===== config.mk =====
export PLATFORM = sky130hd
export DESIGN_NAME = relm_code_loader_flat
export DESIGN_NICKNAME = d
export VERILOG_FILES = /design/src/rtl/relm_code_loader_if.sv /design/src/rtl/relm_code_loader.sv /design/src/flat_wrapper.sv
export SDC_FILE = /design/constraint.sdc
export NUM_CORES = 1
export LEC_CHECK = 0
export BUFFER_PORTS_ARGS = -buffer_cell sky130_fd_sc_hd__buf_2
export CELL_PAD_IN_SITES_DETAIL_PLACEMENT = 0
export CELL_PAD_IN_SITES_GLOBAL_PLACEMENT = 1
export CORE_MARGIN = 10
export CORE_UTILIZATION = 39
export DETAILED_ROUTE_END_ITERATION = 6
export PLACE_DENSITY_LB_ADDON = 0.1
export SETUP_SLACK_MARGIN = 0.5
export SYNTH_ARGS = -nofsm -noshare
export SYNTH_HDL_FRONTEND = slang
export SYNTH_SLANG_ARGS = --single-unit

===== constraint.sdc =====
create_clock -name clk -period 3.45 [get_ports clk]
set_input_delay 0.69 -clock clk [delete_from_list [all_inputs] [get_ports clk]]
set_output_delay 0.69 -clock clk [all_outputs]
set_load 0.03 [all_outputs]

===== src/rtl/relm_code_loader_if.sv =====
// relm_code_loader_if: host push/pop channels of the relm opcode loader
interface relm_code_loader_if #(parameter int WD = 32);
   logic [WD:0] push_d;
   logic        push_retry;
   logic [WD:0] pop_d;
   logic [WD:0] pop_q;
   modport master (output push_d, pop_d, input push_retry, pop_q);
   modport slave (input push_d, pop_d, output push_retry, pop_q);
endinterface


===== src/rtl/relm_code_loader.sv =====
// relm_code_loader: run-time opcode memory loader for a relm core
// Optional RELM_LOADER_CHECKSUM_EN adds a running opcode sum readable through pop_d[0].
module relm_code_loader #(
   parameter int WID = 2,
   parameter int WAD = 10,
   parameter int WD  = 32,
   parameter int WOP = 5
) (
   input  logic                 clk,
   input  logic                 rst,
   relm_code_loader_if.slave    host,
   output logic                 op_we_out,
   output logic [WAD+WID-1:0]   op_wa_out,
   output logic [WOP-1:0]       op_d_out,
   output logic                 hold_out
);
   localparam int WA    = WAD + WID;
   localparam int NPACK = (WD - 1) / WOP;
   localparam int WC    = $clog2(NPACK + 1);
   typedef enum logic [1:0] {IDLE, ARMED, WRITE, DRAINED} state_t;
   state_t state, nxt;
   logic [WA-1:0]  addr, rem, start, len, k;
   logic [WD-1:0]  word, status;
   logic [WC-1:0]  cnt;
   logic [WOP-1:0] op;
   logic           err, acc, cmd, fin, set, dat, load, wr, unused;
`ifdef RELM_LOADER_CHECKSUM_EN
   logic [WD-1:0]  sum;
`endif
   assign host.push_retry = state == WRITE;
   assign acc   = host.push_d[WD] & ~host.push_retry;
   assign cmd   = host.push_d[WD-1];
   assign fin   = host.push_d[WD-2];
   assign set   = acc & cmd & ~fin;
   assign dat   = acc & ~cmd;
   assign load  = dat & (state == ARMED);
   assign start = host.push_d[0+:WA];
   assign len   = host.push_d[WA+:WA];
   assign k     = rem < WA'(NPACK) ? rem : WA'(NPACK);
   // first opcode leaves straight from the push word so writes start at t+1
   assign wr    = load | (state == WRITE && cnt != '0);
   assign op    = load ? host.push_d[WOP-1:0] : word[WOP-1:0];
   assign unused = ^host.pop_d[WD-1:0];
   always_comb begin
      nxt = state;
      if (acc & cmd) nxt = fin ? IDLE : (len != '0 ? ARMED : DRAINED);
      else if (load) nxt = WRITE;
      else if (state == WRITE && cnt == '0) nxt = rem != '0 ? ARMED : DRAINED;
   end
   always_ff @(posedge clk) begin
      if (rst) state <= IDLE;
      else state <= nxt;
   end
   always_ff @(posedge clk) begin
      if (rst) begin
         addr      <= '0;
         rem       <= '0;
         err       <= 1'b0;
         word      <= '0;
         cnt       <= '0;
         op_we_out <= 1'b0;
         op_wa_out <= '0;
         op_d_out  <= '0;
         hold_out  <= 1'b0;
      end else begin
         op_we_out <= wr;
         op_wa_out <= wr ? addr : op_wa_out;
         op_d_out  <= wr ? op : '0;
         hold_out  <= nxt != IDLE;
         if (set) begin
            addr <= start;
            rem  <= len;
         end else if (wr) begin
            addr <= addr + 1'b1;
            rem  <= rem - 1'b1;
         end
         if (set) err <= 1'b0;
         else if (acc & cmd) err <= err | (rem != '0);
         else if (dat & ~load) err <= 1'b1;
         if (load) begin
            word <= host.push_d[WD-1:0] >> WOP;
            cnt  <= WC'(k - 1'b1);
         end else if (wr) begin
            word <= word >> WOP;
            cnt  <= cnt - 1'b1;
         end
      end
   end
`ifdef RELM_LOADER_CHECKSUM_EN
   always_ff @(posedge clk) begin
      if (rst) sum <= '0;
      else sum <= set ? '0 : (wr ? sum + WD'(op) : sum);
   end
`endif
   always_comb begin
      status = '0;
      status[WD-1]  = hold_out;
      status[WD-2]  = err;
      status[WA+:WA] = rem;
      status[0+:WA]  = addr;
      host.pop_q = '0;
`ifdef RELM_LOADER_CHECKSUM_EN
      if (host.pop_d[WD]) host.pop_q[WD-1:0] = host.pop_d[0] ? sum : status;
`else
      if (host.pop_d[WD]) host.pop_q[WD-1:0] = status;
`endif
   end
endmodule

===== src/flat_wrapper.sv =====
// flat-port wrapper written by rule: the top's interface ports become plain ports
module relm_code_loader_flat 
#(
   parameter int WID = 2,
   parameter int WAD = 10,
   parameter int WD  = 32,
   parameter int WOP = 5
)
  (clk, rst, op_we_out, op_wa_out, op_d_out, hold_out, host_push_d, host_pop_d, host_push_retry, host_pop_q);
  relm_code_loader_if #(.WD(WD)) host_i ();
  input  logic clk;
  input  logic rst;
  output logic op_we_out;
  output logic [WAD+WID-1:0] op_wa_out;
  output logic [WOP-1:0] op_d_out;
  output logic hold_out;
  input wire logic [$bits(host_i.push_d)-1:0] host_push_d;
  input wire logic [$bits(host_i.pop_d)-1:0] host_pop_d;
  output wire logic [$bits(host_i.push_retry)-1:0] host_push_retry;
  output wire logic [$bits(host_i.pop_q)-1:0] host_pop_q;
  assign host_i.push_d = host_push_d;
  assign host_i.pop_d = host_pop_d;
  assign host_push_retry = host_i.push_retry;
  assign host_pop_q = host_i.pop_q;
  relm_code_loader #(.WID(WID), .WAD(WAD), .WD(WD), .WOP(WOP)) u_core (.clk(clk), .rst(rst), .host(host_i), .op_we_out(op_we_out), .op_wa_out(op_wa_out), .op_d_out(op_d_out), .hold_out(hold_out));
endmodule

==> results.sh <==
export IMPL_ant_nets=0
export IMPL_post_route_cell_area_mm2=0.004404
export IMPL_hold_viol=0
export IMPL_dp_hpwl_mm=8.302
export IMPL_worst_slew_pin_slew_ps=1117
export IMPL_cts_tree="yes"
export IMPL_async_flop_share_pct=0
export IMPL_vias=3695
export IMPL_placementRows=35
export IMPL_cts_repair_resize_count=0
export IMPL_final_period_utilization_pct=74.01
export IMPL_drc=0
export IMPL_synth_seq_area_share_pct=40.66
export IMPL_grt_pass1_vias=3570
export IMPL_regToRegStartpoint="u_core.rem[4]$_SDFFE_PP0P_"
export IMPL_p_leak_nw=1.692
export IMPL_clock_sinks=76
export IMPL_gp_congestion=0.8354
export IMPL_fin_skew_ps=15.45
export IMPL_syn_area_per_cell_um2=8.171
export IMPL_dr_pass1_iters=4
export IMPL_cts_buffers=9
export IMPL_clock_root_buffer="clkbuf_8"
export IMPL_insertion_delay_ps=350
export IMPL_io_buffers=81
export IMPL_grt_pass1_wl_mm=19.24
export IMPL_r2r_cells=7
export IMPL_ys_flop_type="dfxtp_1"
export IMPL_antennaDiodeCount=0
export IMPL_cp_arrival_ps=2830
export IMPL_layout_nets=599
export IMPL_clk_path_buf_depth=2
export IMPL_finalSetupTns_ps=0
export IMPL_start_util_pct=40.31
export IMPL_postCtsSetupRepairBufs=0
export IMPL_end_kind="flip-flop"
export IMPL_ys_ff_latch=76
export IMPL_max_freq_mhz=391.6
export IMPL_area_growth_pct=17.69
export IMPL_drive_above_1_share_pct=22.37
export IMPL_timing_worst_setup_path_type="flip-flop to flip-flop"
export IMPL_critPathMaxFanout=8
export IMPL_syn_area_mm2=0.003742
export IMPL_hp_class="flip-flop to flip-flop"
export IMPL_rsz0062_at_grt="false"
export IMPL_timing_reg2reg_setup_slack_ps=900
export IMPL_wl_per_cell_um=17.90
export IMPL_status="finished clean"
export IMPL_startpoint="u_core.rem[4]$_SDFFE_PP0P_"
export IMPL_ys_warn_count=0
export IMPL_placed_cell_area_mm2=0.004223
export IMPL_io_pins=121
export IMPL_r2r_end="u_core.cnt[2]$_SDFFE_PP0P_"
export IMPL_drv_slew=0
export IMPL_synth_edf_count=0
export IMPL_die_w_um=118.0
export IMPL_postCtsHoldBufs=0
export IMPL_h_tree_depth=3
export IMPL_core_area_mm2=0.009284
export IMPL_endpoint="u_core.cnt[2]$_SDFFE_PP0P_"
export IMPL_wirelength_mm=11.83
export IMPL_postSynthCellCount=458
export IMPL_vias_per_cell=5.590
export IMPL_track_usage_pct=16.49
export IMPL_drtIter0Drc=280
export IMPL_relSlewSlack_pct=25.52
export IMPL_p_per_area_mw_per_mm2=414.7
export IMPL_period_needed_ps=2553
export IMPL_drv_cap=0
export IMPL_die_height_um=118.0
export IMPL_antenna_found_initial=0
export IMPL_startpoint_type="flip-flop"
export IMPL_synth_distinct_cells=58
export IMPL_grt_overflow_total=0
export IMPL_clkSlewWorstSetupHoldPaths_ps=100
export IMPL_peakVddDrop_mv=0.2101
export IMPL_dieArea_mm2=0.01391
export IMPL_grt_max_degree=39
export IMPL_finalSetupViolCount=0
export IMPL_cp_data_required_time_ps=3730
==> sequential cells by signal, indices dropped and copies added, names as in the netlist <==
register          count
u_core.op_we_out      1
u_core.hold_out       1
u_core.op_wa_out     12
u_core.word          27
u_core.state          2
u_core.addr          12
u_core.err            1
u_core.rem           12
u_core.cnt            3
u_core.op_d_out       5
==> worst min path at each step <==
stage,startpoint,end,cells after the start
final,u_core.op_wa_out[7]$_SDFFE_PP0P_,u_core.op_wa_out[7]$_SDFFE_PP0P_,2
after CTS,u_core.op_wa_out[7]$_SDFFE_PP0P_,u_core.op_wa_out[7]$_SDFFE_PP0P_,2
after global placement,u_core.op_wa_out[9]$_SDFFE_PP0P_,u_core.op_wa_out[9]$_SDFFE_PP0P_,2
after floorplan,u_core.word[10]$_SDFFE_PP0P_,u_core.word[10]$_SDFFE_PP0P_,2
after detailed placement,u_core.op_wa_out[7]$_SDFFE_PP0P_,u_core.op_wa_out[7]$_SDFFE_PP0P_,2
after global routing,u_core.op_wa_out[7]$_SDFFE_PP0P_,u_core.op_wa_out[7]$_SDFFE_PP0P_,2
==> where the power goes <==
part	internal (mW)	switching (mW)
clock network	0.271	0.376
logic	0.0834	0.166
registers	0.901	0.0295
==> worst max-delay path: stages, from the launching register on <==
cell and delay [ps]:
dfxtp_1 380, nor4_1 790, nand2_1 170, nor2b_1 210, a21oi_1 60, ha_1 240, or4_1 530, o211ai_1 110
==> cell families (layout without fill, tap and decap cells) <==
kind of cell | Yosys count | count (layout) | share of synthesized area (%)
and+or+nand+nor | 194 | 194 | 26.78
AOI/OAI and AO/OA | 129 | 129 | 23.74
DFF | 76 | 76 | 40.66
buffers and inverters | 50 | 118 | 6.386
adders and majority gates | 4 | 4 | 1.337
xor gates and xnor gates | 3 | 3 | 0.7022
other | 1 | 7 | 0.1002
muxes | 1 | 1 | 0.3009
==> metrics by stage <==
step | utilization (%) | std cells | setup WS (ps) | hold WS, ps | power, mW
floorplan | - | 464 | 851.1 | 436.0 | 1.110
global route | 47.44 | 661 | 722.9 | 473.3 | 1.913
CTS | 47.44 | 661 | 912.7 | 454.5 | 1.840
detailed placement | 45.49 | 645 | 807.7 | 442.2 | 1.197
finish | 47.44 | 661 | 896.7 | 449.4 | 1.827
global placement | 45.49 | 645 | 842.1 | 434.9 | 1.193
==> synthesized netlist by cell type, types with 4 or more instances <==
cell type  number  area share (%)
o21ai_0         4            0.53
nor4_1          9             1.5
or4_1           5             1.0
nand3_1        18             2.4
or3_1           5            0.84
buf_4           9             1.8
inv_1           9            0.90
and2_1         29             4.8
nor2_1         24             2.4
ha_1            4             1.3
a311oi_1       12             2.8
a22oi_1        24             4.8
buf_2           6            0.80
a31oi_1         9             1.5
o211ai_1        4            0.80
a21oi_1        43             5.8
nand4_1         8             1.3
and3_1          4            0.67
clkbuf_1       23             2.3
nand2_1        70             7.0
dfxtp_1        76              41
a32oi_1         6             1.4
==> placed cells by master, fill, tap and decap left out, types with 5 or more instances in the layout <==
cell type / instances
a311oi_1: 12
a21oi_1: 43
a22oi_1: 24
buf_2: 81
nor2_1: 24
nand2_1: 70
or3_1: 5
dfxtp_1: 76
a32oi_1: 6
buf_4: 11
nand4_1: 8
nor4_1: 9
and2_1: 29
a31oi_1: 9
conb_1: 7
nand3_1: 18
inv_1: 9
or4_1: 5
clkbuf_8: 9
==> per-layer routing <==
| layer | global-route usage (%) | wire length (µm) |
|---|---|---|
| met1 | 23.06 | 5842 |
| met2 | 24.34 | 5182 |
| met3 | 3.981 | 662 |
| met4 | 4.791 | 144 |
| met5 | 0 | 0 |
==> layout make-up <==
cell class / instances / area, µm²
well taps: 129 / 161.4
clock buffers: 9 / 123.9
flip-flops and latches: 76 / 1521
fillers: 984 / 4880
multi-input cells: 338 / 2012
clock inverters: 7 / 57.56
repair buffers: 92 / 488.0
inverters: 10 / 40.04
Power figures use the tool's default switching activity.
